===== src/rtl/mem_port_arbiter_pkg.sv =====
// Shared definitions for the IF/MEM unified-memory port arbiter: FSM state
// encodings, owner codes, DMType codes and the timeout poison word.
package mem_port_arbiter_pkg;

    typedef enum logic [1:0] {
        StIdle    = 2'd0,
        StGrantIf = 2'd1,
        StGrantDm = 2'd2,
        StResp    = 2'd3
    } arb_state_e;

    typedef enum logic {
        OwnerIf = 1'b0,
        OwnerDm = 1'b1
    } owner_e;

    // DMType codes as used by the core's data-memory control.
    localparam logic [2:0] DmWord         = 3'b000;
    localparam logic [2:0] DmHalfword     = 3'b001;
    localparam logic [2:0] DmHalfwordUns  = 3'b010;
    localparam logic [2:0] DmByte         = 3'b011;
    localparam logic [2:0] DmByteUns      = 3'b100;

    // Read data returned to the owner when the watchdog abandons an access.
    localparam logic [31:0] TimeoutPoison = 32'hDEADBEEF;

endpackage


===== src/rtl/mem_port_arbiter_if.sv =====
// Bus bundle between the core (IF and MEM stages), the arbiter and the
// unified memory. The arbiter uses the slave view; the core/memory side
// (or a testbench) uses the master view.
interface mem_port_arbiter_if;

    logic        if_req;
    logic [31:0] if_addr;
    logic        if_ack;
    logic [31:0] if_rdata;

    logic        dm_req;
    logic        dm_we;
    logic [31:0] dm_addr;
    logic [31:0] dm_wdata;
    logic [2:0]  dm_type;
    logic        dm_ack;
    logic [31:0] dm_rdata;

    logic        mem_req;
    logic        mem_we;
    logic [31:0] mem_addr;
    logic [31:0] mem_wdata;
    logic [2:0]  mem_type;
    logic        mem_ready;
    logic [31:0] mem_rdata;

    logic        stall_if;
    logic        stall_mem;
    logic        timeout_err;

    modport slave (
        input  if_req, if_addr,
        input  dm_req, dm_we, dm_addr, dm_wdata, dm_type,
        input  mem_ready, mem_rdata,
        output if_ack, if_rdata,
        output dm_ack, dm_rdata,
        output mem_req, mem_we, mem_addr, mem_wdata, mem_type,
        output stall_if, stall_mem, timeout_err
    );

    modport master (
        output if_req, if_addr,
        output dm_req, dm_we, dm_addr, dm_wdata, dm_type,
        output mem_ready, mem_rdata,
        input  if_ack, if_rdata,
        input  dm_ack, dm_rdata,
        input  mem_req, mem_we, mem_addr, mem_wdata, mem_type,
        input  stall_if, stall_mem, timeout_err
    );

endinterface


===== src/rtl/mem_arb_watchdog.sv =====
// Watchdog for a memory access that never completes. Counts cycles with
// mem_req high and mem_ready low; fires expire on the TIMEOUT_CYCLES-th such
// cycle and keeps a sticky error flag. Only built with MEM_ARB_TIMEOUT_EN.
`ifdef MEM_ARB_TIMEOUT_EN
module mem_arb_watchdog #(
    parameter int unsigned TIMEOUT_CYCLES = 255
) (
    input  logic clk,
    input  logic rst_n,
    input  logic mem_req,
    input  logic mem_ready,
    output logic expire,
    output logic timeout_err
);
    localparam int unsigned CntW = $clog2(TIMEOUT_CYCLES + 1);
    localparam logic [CntW-1:0] CntLast = CntW'(TIMEOUT_CYCLES - 1);

    logic [CntW-1:0] cnt_q, cnt_d;
    logic            err_q, err_d;
    logic            waiting;

    assign waiting     = mem_req & ~mem_ready;
    assign expire      = waiting & (cnt_q == CntLast);
    assign timeout_err = err_q;

    // Count stalled cycles; restart whenever the access completes or is abandoned.
    always_comb begin
        cnt_d = '0;
        err_d = err_q | expire;
        if (waiting && !expire) begin
            cnt_d = cnt_q + CntW'(1);
        end
    end

    // Counter and sticky flag registers.
    always_ff @(posedge clk or negedge rst_n) begin
        if (!rst_n) begin
            cnt_q <= '0;
            err_q <= 1'b0;
        end else begin
            cnt_q <= cnt_d;
            err_q <= err_d;
        end
    end

endmodule
`endif


===== src/rtl/mem_port_arbiter.sv =====
// Arbiter sharing one single-port, variable-latency memory between the IF
// and MEM pipeline stages. DM has priority, but after DM_BURST_MAX DM grants
// with a fetch pending the fetch gets one forced grant.
// Optional feature: define MEM_ARB_TIMEOUT_EN to add a watchdog that aborts
// stuck accesses with poison read data and a sticky timeout_err.
module mem_port_arbiter
    import mem_port_arbiter_pkg::*;
#(
    parameter int unsigned DM_BURST_MAX = 4
`ifdef MEM_ARB_TIMEOUT_EN
    ,
    parameter int unsigned TIMEOUT_CYCLES = 255
`endif
) (
    input logic               clk,
    input logic               rst_n,
    mem_port_arbiter_if.slave bus
);
    localparam int unsigned BurstW = $clog2(DM_BURST_MAX + 1);
    localparam logic [BurstW-1:0] BurstMax = BurstW'(DM_BURST_MAX);

    arb_state_e        state_q, state_d;
    owner_e            owner_q, owner_d;
    logic [BurstW-1:0] burst_q, burst_d;
    logic              mem_we_q, mem_we_d;
    logic [31:0]       mem_addr_q, mem_addr_d;
    logic [31:0]       mem_wdata_q, mem_wdata_d;
    logic [2:0]        mem_type_q, mem_type_d;
    logic [31:0]       if_rdata_q, if_rdata_d;
    logic [31:0]       dm_rdata_q, dm_rdata_d;

    logic mem_req;
    logic grant_if;
    logic wd_expire;
    logic timeout_err;

    assign mem_req  = (state_q == StGrantIf) || (state_q == StGrantDm);
    // IF wins only when DM is idle or DM has used up its burst allowance.
    assign grant_if = bus.if_req & (~bus.dm_req | (burst_q == BurstMax));

`ifdef MEM_ARB_TIMEOUT_EN
    mem_arb_watchdog #(
        .TIMEOUT_CYCLES(TIMEOUT_CYCLES)
    ) u_watchdog (
        .clk        (clk),
        .rst_n      (rst_n),
        .mem_req    (mem_req),
        .mem_ready  (bus.mem_ready),
        .expire     (wd_expire),
        .timeout_err(timeout_err)
    );
`else
    assign wd_expire   = 1'b0;
    assign timeout_err = 1'b0;
`endif

    // Next-state: grant in IDLE, wait for memory in GRANT_x, ack for one cycle in RESP.
    always_comb begin
        state_d     = state_q;
        owner_d     = owner_q;
        burst_d     = burst_q;
        mem_we_d    = mem_we_q;
        mem_addr_d  = mem_addr_q;
        mem_wdata_d = mem_wdata_q;
        mem_type_d  = mem_type_q;
        if_rdata_d  = if_rdata_q;
        dm_rdata_d  = dm_rdata_q;
        unique case (state_q)
            StIdle: begin
                if (grant_if) begin
                    state_d     = StGrantIf;
                    owner_d     = OwnerIf;
                    burst_d     = '0;
                    mem_we_d    = 1'b0;
                    mem_addr_d  = bus.if_addr;
                    mem_wdata_d = '0;
                    mem_type_d  = DmWord;
                end else if (bus.dm_req) begin
                    state_d     = StGrantDm;
                    owner_d     = OwnerDm;
                    mem_we_d    = bus.dm_we;
                    mem_addr_d  = bus.dm_addr;
                    mem_wdata_d = bus.dm_wdata;
                    mem_type_d  = bus.dm_type;
                    // Only DM grants that starve a pending fetch count toward the burst.
                    if (!bus.if_req) begin
                        burst_d = '0;
                    end else if (burst_q != BurstMax) begin
                        burst_d = burst_q + BurstW'(1);
                    end
                end
            end
            StGrantIf, StGrantDm: begin
                if (bus.mem_ready) begin
                    state_d = StResp;
                    if (owner_q == OwnerIf) begin
                        if_rdata_d = bus.mem_rdata;
                    end else if (!mem_we_q) begin
                        dm_rdata_d = bus.mem_rdata;
                    end
                end else if (wd_expire) begin
                    state_d = StResp;
                    if (owner_q == OwnerIf) begin
                        if_rdata_d = TimeoutPoison;
                    end else begin
                        dm_rdata_d = TimeoutPoison;
                    end
                end
            end
            StResp: begin
                state_d = StIdle;
            end
            default: begin
                state_d = StIdle;
            end
        endcase
    end

    // State and payload registers; reset drops mem_req and acks immediately.
    always_ff @(posedge clk or negedge rst_n) begin
        if (!rst_n) begin
            state_q     <= StIdle;
            owner_q     <= OwnerIf;
            burst_q     <= '0;
            mem_we_q    <= 1'b0;
            mem_addr_q  <= '0;
            mem_wdata_q <= '0;
            mem_type_q  <= '0;
            if_rdata_q  <= '0;
            dm_rdata_q  <= '0;
        end else begin
            state_q     <= state_d;
            owner_q     <= owner_d;
            burst_q     <= burst_d;
            mem_we_q    <= mem_we_d;
            mem_addr_q  <= mem_addr_d;
            mem_wdata_q <= mem_wdata_d;
            mem_type_q  <= mem_type_d;
            if_rdata_q  <= if_rdata_d;
            dm_rdata_q  <= dm_rdata_d;
        end
    end

    assign bus.mem_req     = mem_req;
    assign bus.mem_we      = mem_we_q;
    assign bus.mem_addr    = mem_addr_q;
    assign bus.mem_wdata   = mem_wdata_q;
    assign bus.mem_type    = mem_type_q;
    assign bus.if_ack      = (state_q == StResp) && (owner_q == OwnerIf);
    assign bus.dm_ack      = (state_q == StResp) && (owner_q == OwnerDm);
    assign bus.if_rdata    = if_rdata_q;
    assign bus.dm_rdata    = dm_rdata_q;
    // Stalls are forced low during reset so the pipeline is released at once.
    assign bus.stall_if    = rst_n & bus.if_req & ~bus.if_ack;
    assign bus.stall_mem   = rst_n & bus.dm_req & ~bus.dm_ack;
    assign bus.timeout_err = timeout_err;

endmodule


===== src/flat_wrapper.sv =====
// flat-port wrapper written by rule: the top's interface ports become plain ports
module mem_port_arbiter_flat import mem_port_arbiter_pkg::*;
#(
    parameter int unsigned DM_BURST_MAX = 4

)
  (clk, rst_n, bus_if_req, bus_if_addr, bus_dm_req, bus_dm_we, bus_dm_addr, bus_dm_wdata, bus_dm_type, bus_mem_ready, bus_mem_rdata, bus_if_ack, bus_if_rdata, bus_dm_ack, bus_dm_rdata, bus_mem_req, bus_mem_we, bus_mem_addr, bus_mem_wdata, bus_mem_type, bus_stall_if, bus_stall_mem, bus_timeout_err);
  mem_port_arbiter_if bus_i ();
  input logic clk;
  input logic rst_n;
  input wire logic [$bits(bus_i.if_req)-1:0] bus_if_req;
  input wire logic [$bits(bus_i.if_addr)-1:0] bus_if_addr;
  input wire logic [$bits(bus_i.dm_req)-1:0] bus_dm_req;
  input wire logic [$bits(bus_i.dm_we)-1:0] bus_dm_we;
  input wire logic [$bits(bus_i.dm_addr)-1:0] bus_dm_addr;
  input wire logic [$bits(bus_i.dm_wdata)-1:0] bus_dm_wdata;
  input wire logic [$bits(bus_i.dm_type)-1:0] bus_dm_type;
  input wire logic [$bits(bus_i.mem_ready)-1:0] bus_mem_ready;
  input wire logic [$bits(bus_i.mem_rdata)-1:0] bus_mem_rdata;
  output wire logic [$bits(bus_i.if_ack)-1:0] bus_if_ack;
  output wire logic [$bits(bus_i.if_rdata)-1:0] bus_if_rdata;
  output wire logic [$bits(bus_i.dm_ack)-1:0] bus_dm_ack;
  output wire logic [$bits(bus_i.dm_rdata)-1:0] bus_dm_rdata;
  output wire logic [$bits(bus_i.mem_req)-1:0] bus_mem_req;
  output wire logic [$bits(bus_i.mem_we)-1:0] bus_mem_we;
  output wire logic [$bits(bus_i.mem_addr)-1:0] bus_mem_addr;
  output wire logic [$bits(bus_i.mem_wdata)-1:0] bus_mem_wdata;
  output wire logic [$bits(bus_i.mem_type)-1:0] bus_mem_type;
  output wire logic [$bits(bus_i.stall_if)-1:0] bus_stall_if;
  output wire logic [$bits(bus_i.stall_mem)-1:0] bus_stall_mem;
  output wire logic [$bits(bus_i.timeout_err)-1:0] bus_timeout_err;
  assign bus_i.if_req = bus_if_req;
  assign bus_i.if_addr = bus_if_addr;
  assign bus_i.dm_req = bus_dm_req;
  assign bus_i.dm_we = bus_dm_we;
  assign bus_i.dm_addr = bus_dm_addr;
  assign bus_i.dm_wdata = bus_dm_wdata;
  assign bus_i.dm_type = bus_dm_type;
  assign bus_i.mem_ready = bus_mem_ready;
  assign bus_i.mem_rdata = bus_mem_rdata;
  assign bus_if_ack = bus_i.if_ack;
  assign bus_if_rdata = bus_i.if_rdata;
  assign bus_dm_ack = bus_i.dm_ack;
  assign bus_dm_rdata = bus_i.dm_rdata;
  assign bus_mem_req = bus_i.mem_req;
  assign bus_mem_we = bus_i.mem_we;
  assign bus_mem_addr = bus_i.mem_addr;
  assign bus_mem_wdata = bus_i.mem_wdata;
  assign bus_mem_type = bus_i.mem_type;
  assign bus_stall_if = bus_i.stall_if;
  assign bus_stall_mem = bus_i.stall_mem;
  assign bus_timeout_err = bus_i.timeout_err;
  mem_port_arbiter #(.DM_BURST_MAX(DM_BURST_MAX)) u_core (.clk(clk), .rst_n(rst_n), .bus(bus_i));
endmodule

===== config.mk =====
export PLATFORM = sky130hd
export DESIGN_NAME = mem_port_arbiter_flat
export DESIGN_NICKNAME = d
export VERILOG_FILES = /design/src/rtl/mem_port_arbiter_pkg.sv /design/src/rtl/mem_port_arbiter_if.sv /design/src/rtl/mem_arb_watchdog.sv /design/src/rtl/mem_port_arbiter.sv /design/src/flat_wrapper.sv
export SDC_FILE = /design/constraint.sdc
export NUM_CORES = 1
export LEC_CHECK = 0
export BUFFER_PORTS_ARGS = -buffer_cell sky130_fd_sc_hd__buf_2
export CAP_MARGIN = 30
export CORE_ASPECT_RATIO = 0.8
export CORE_MARGIN = 8
export CORE_UTILIZATION = 47
export DETAILED_ROUTE_END_ITERATION = 7
export PLACE_DENSITY = 0.85
export SYNTH_ARGS = -nofsm -noshare
export SYNTH_HDL_FRONTEND = slang
export SYNTH_HIERARCHICAL = 1
export SYNTH_SLANG_ARGS = --single-unit

===== constraint.sdc =====
create_clock -name clk -period 2.26 [get_ports clk]
set_clock_uncertainty 0.1 [all_clocks]
set_input_delay 0.113 -clock clk [delete_from_list [all_inputs] [get_ports clk]]
set_output_delay 0.113 -clock clk [all_outputs]
set_load 0.02 [all_outputs]

==> impl_metrics.py <==
metrics = {
    "run_status": {
        "outcome": "complete, no violations",
    },
    "clocking": {
        "cts-resized-gates": 0,
        "tritoncts": "yes",
        "cts_htree_levels": 4,
        "cts.sinks": 138,
        "cts_root_buf": "sky130_fd_sc_hd__clkbuf_16",
        "cts_max_path_buffers": 2,
        "cts-buffers-inserted": 17,
        "clk-insertion-delay-late_ps": 410,
        "clkTransAtPathRegs_ps": 60,
    },
    "synth": {
        "syn_area_um2": 5830,
        "synth_area_leader_cell": "sky130_fd_sc_hd__dfrtp_1",
        "synth_simple_gate_area_share_pct": 13.7,
        "synth_edf_count": 0,
        "synth_area_leaders": "sky130_fd_sc_hd__dfrtp_1, sky130_fd_sc_hd__mux2_2, sky130_fd_sc_hd__nand2_1, sky130_fd_sc_hd__nand4_1, sky130_fd_sc_hd__o21ai_0",
        "multiplexer_area_fraction_after_synthesis_pct": 12.7,
        "synth_largest_type_area_fraction_pct": 59.2,
        "synth-seq-area-share_pct": 59.2,
        "yosys.cell_count.top_type": "sky130_fd_sc_hd__nand2_1",
        "postSynthCellCount": 522,
        "synth_cell_count_leaders": "sky130_fd_sc_hd__nand2_1, sky130_fd_sc_hd__dfrtp_1, sky130_fd_sc_hd__mux2_2, sky130_fd_sc_hd__o21ai_0, sky130_fd_sc_hd__nand4_1",
        "synth_compound_area_share_pct": 9.59,
        "synth_top_family_by_area": "simple AND/OR/NAND/NOR gates",
        "postSynthRegisterBits": 138,
        "postSynth.asyncResetShare_pct": 100,
        "synth_nets": 664,
        "count_of_unique_library_cells_instantiated_by_yosys": 32,
        "synth_fa_ha_area_share_pct": 1.07,
        "synth.avg_cell_area_um2": 11.2,
        "synth-warning-count": 6,
        "synth-xor-area-share_pct": 0,
        "ys.flop_type": "sky130_fd_sc_hd__dfrtp_1",
    },
    "finish": {
        "multiInputGateArea_um2": 2180,
        "area_growth_syn_to_layout_pct": 58.4,
        "area_taken_by_flip_flops_and_latches_um2": 3450,
        "nets": 1059,
        "fillerInstances": 701,
        "drive_gt1_share_pct": 42.3,
    },
    "timing": {
        "fmax_mhz": 491,
        "period_minus_slack_ps": 2040,
        "setup_total_negative_slack_ps": 0,
        "rsz_0062_raised_after_global_routing": "false",
        "slew-limit-headroom_pct": 49.0,
        "final_worst_path_cycle_share_pct": 90.2,
        "final-max-slew-violation-count": 0,
        "worst-slew-pin-transition_ps": 766,
        "timing_hold_violations_final": 0,
        "hold-worst-slack_ps": 67.0,
        "setup-violations-final": 0,
    },
    "global_route": {
        "first_global_vias": 6529,
        "global_route_wire_length_before_repair_um": 34000,
        "globalRouteOverflowTotal": 0,
        "grt_antenna_before_repair": 1,
        "grt_max_degree": 70,
        "total_routing_resource_utilization_after_global_routing_pct": 26.4,
    },
    "setup_path": {
        "worstPathCellList": "inv_1 -> ha_1 -> a21bo_1 -> and2_4 -> o21ai_0",
        "timing.reg2reg.worst_path_depth": 5,
        "rrSetupSlack_ps": 220,
        "worstReg2RegEnd": "u_core/bus.mem_wdata[16]$_DFFE_PN0P_",
        "startpoint_class": "flip-flop",
        "crit_type": "reg -> reg",
        "critPathCaptureType": "flip-flop",
        "critPathRequiredTime_ps": 2390,
        "crit_path_max_fanout": 69,
        "cp_slowest_stage_delay_ps": 650,
        "worst_r2r_startpoint": "u_core/burst_q[0]$_DFFE_PN0P_",
        "critPathSlowestCell": "sky130_fd_sc_hd__and2_4",
        "crit_arrival_ps": 2170,
    },
    "power": {
        "p_total_mw": 12.9,
        "power-per-cell-area_nw_per_um2": 1390,
        "ir_drop_v": 0.000725,
        "power.leakage_nw": 4.51,
    },
    "run": {
        "max_cap_viol_count": 0,
    },
    "routing": {
        "post_drt_wl_per_cell_um": 19.6,
        "avgViaCountPerCell": 5.44,
        "wl_um": 21300,
        "drc": 0,
        "dr.pass1.iters": 6,
        "route.antenna.remaining_nets": 0,
        "initialDrtViolationCount": 454,
        "via_count": 5905,
    },
    "die": {
        "floorplan.die.height_um": 116,
        "row_count": 36,
        "floorplan.initialDensity_pct": 48.0,
        "design.core.area_um2": 12200,
        "die_area_um2": 16300,
        "die_x_um": 141,
        "pin_count": 275,
    },
    "placement": {
        "place.port_buffers": 273,
        "place_congestion": 0.817,
        "detailedPlacementHpwl_um": 12300,
    },
    "hold_path": {
        "holdCritPathClass": "in -> async",
    },
}
-- flip-flops by register name, indices dropped and copies added (netlist names) --
| register | flops |
|---|---|
| u_core/burst_q | 3 |
| u_core/bus.dm_rdata | 32 |
| u_core/bus.if_rdata | 32 |
| u_core/bus.mem_addr | 32 |
| u_core/bus.mem_type | 3 |
| u_core/bus.mem_wdata | 32 |
| u_core/bus.mem_we | 1 |
| u_core/owner_q | 1 |
| u_core/state_q | 2 |
-- critical path: cells and delay by family (launching register included) --
kind / cells / cell delay, ps
DFF: 1 / 410
adders and majority gates: 1 / 210
and+or+nand+nor: 1 / 650
buffers and inverters: 1 / 70
AOI/OAI and AO/OA: 2 / 400
-- per-stage QoR --
| step | worst slack (ps) | utilization (%) | cell area (um^2) | cells |
|---|---|---|---|---|
| floorplan | 299 | - | 5830 | 522 |
| global placement | 404 | 60.3 | 7340 | 915 |
| detailed placement | 270 | 60.3 | 7340 | 915 |
| CTS | 282 | 75.9 | 9230 | 1082 |
| global route | 124 | 75.9 | 9230 | 1083 |
| finish | 222 | 75.9 | 9240 | 1085 |
-- worst max-delay path by stage --
stage                                       start                              endpoint
floorplan           u_core/state_q[0]$_DFFE_PN0P_   u_core/bus.dm_rdata[10]$_DFFE_PN0P_
global placement    u_core/burst_q[0]$_DFFE_PN0P_   u_core/bus.mem_wdata[1]$_DFFE_PN0P_
detailed placement  u_core/burst_q[0]$_DFFE_PN0P_  u_core/bus.mem_wdata[26]$_DFFE_PN0P_
CTS                 u_core/burst_q[0]$_DFFE_PN0P_  u_core/bus.mem_wdata[12]$_DFFE_PN0P_
global route        u_core/burst_q[0]$_DFFE_PN0P_   u_core/bus.mem_wdata[3]$_DFFE_PN0P_
finish              u_core/burst_q[0]$_DFFE_PN0P_  u_core/bus.mem_wdata[16]$_DFFE_PN0P_
-- cells by family after synthesis --
logic type                 Yosys count
and+or+nand+nor                    184
DFF                                138
AOI/OAI and AO/OA                   81
muxes                               66
buffers and inverters               47
adders and majority gates            5
other                                1
-- layout by cell type, fill, tap and decap left out, types with 2 or more instances in the layout --
cell / instances
sky130_fd_sc_hd__clkbuf_16: 17
sky130_fd_sc_hd__dlygate4sd3_1: 135
sky130_fd_sc_hd__a31oi_1: 3
sky130_fd_sc_hd__nor2b_1: 3
sky130_fd_sc_hd__nor2_1: 4
sky130_fd_sc_hd__buf_4: 6
sky130_fd_sc_hd__o211ai_2: 10
sky130_fd_sc_hd__dfrtp_1: 138
sky130_fd_sc_hd__inv_1: 5
sky130_fd_sc_hd__inv_6: 2
sky130_fd_sc_hd__nand2_1: 140
sky130_fd_sc_hd__clkinv_2: 5
sky130_fd_sc_hd__ha_1: 5
sky130_fd_sc_hd__a21oi_1: 2
sky130_fd_sc_hd__diode_2: 3
sky130_fd_sc_hd__buf_2: 272
sky130_fd_sc_hd__mux2_2: 65
sky130_fd_sc_hd__o21ai_0: 37
sky130_fd_sc_hd__clkinvlp_4: 4
sky130_fd_sc_hd__buf_12: 4
sky130_fd_sc_hd__o211ai_1: 22
sky130_fd_sc_hd__nand4_1: 32
sky130_fd_sc_hd__clkinv_4: 3
-- per-layer routing --
metal  global-route usage (%)  up-vias  share of wire (%)  wire (um)
li1                         -     2601                  -          -
met1                     28.3     2794                 35       7500
met2                     45.3      403                 50      10700
met3                     8.36      107                9.2       1950
met4                     16.6        0                5.2       1120
met5                        0        -                  0          0
-- layout make-up --
cell class | count | share of cell area, %
Antenna cell | 3 | 0.0813
Clock buffer | 18 | 4.76
Clock inverter | 14 | 1.07
Inverter | 5 | 0.203
Multi-Input combinational cell | 337 | 23.6
Sequential cell | 138 | 37.4
Tap cell | 152 | 2.06
Timing Repair Buffer | 418 | 30.8
-- where the power goes --
| group | internal [mW] | switching, mW | leakage [nW] | total, mW |
|---|---|---|---|---|
| logic | 2.32 | 3.70 | 2.57 | 6.02 |
| clock network | 1.43 | 1.07 | 0.258 | 2.50 |
| registers | 3.67 | 0.666 | 1.69 | 4.34 |
-- what timing repair did --
item | in CTS | in global routing
setup buffers | 0 | 0
hold buffers | 135 | 0
endpoints found under the hold margin | 271 | 0
No activity file was read; power rests on OpenSTA's default activity.
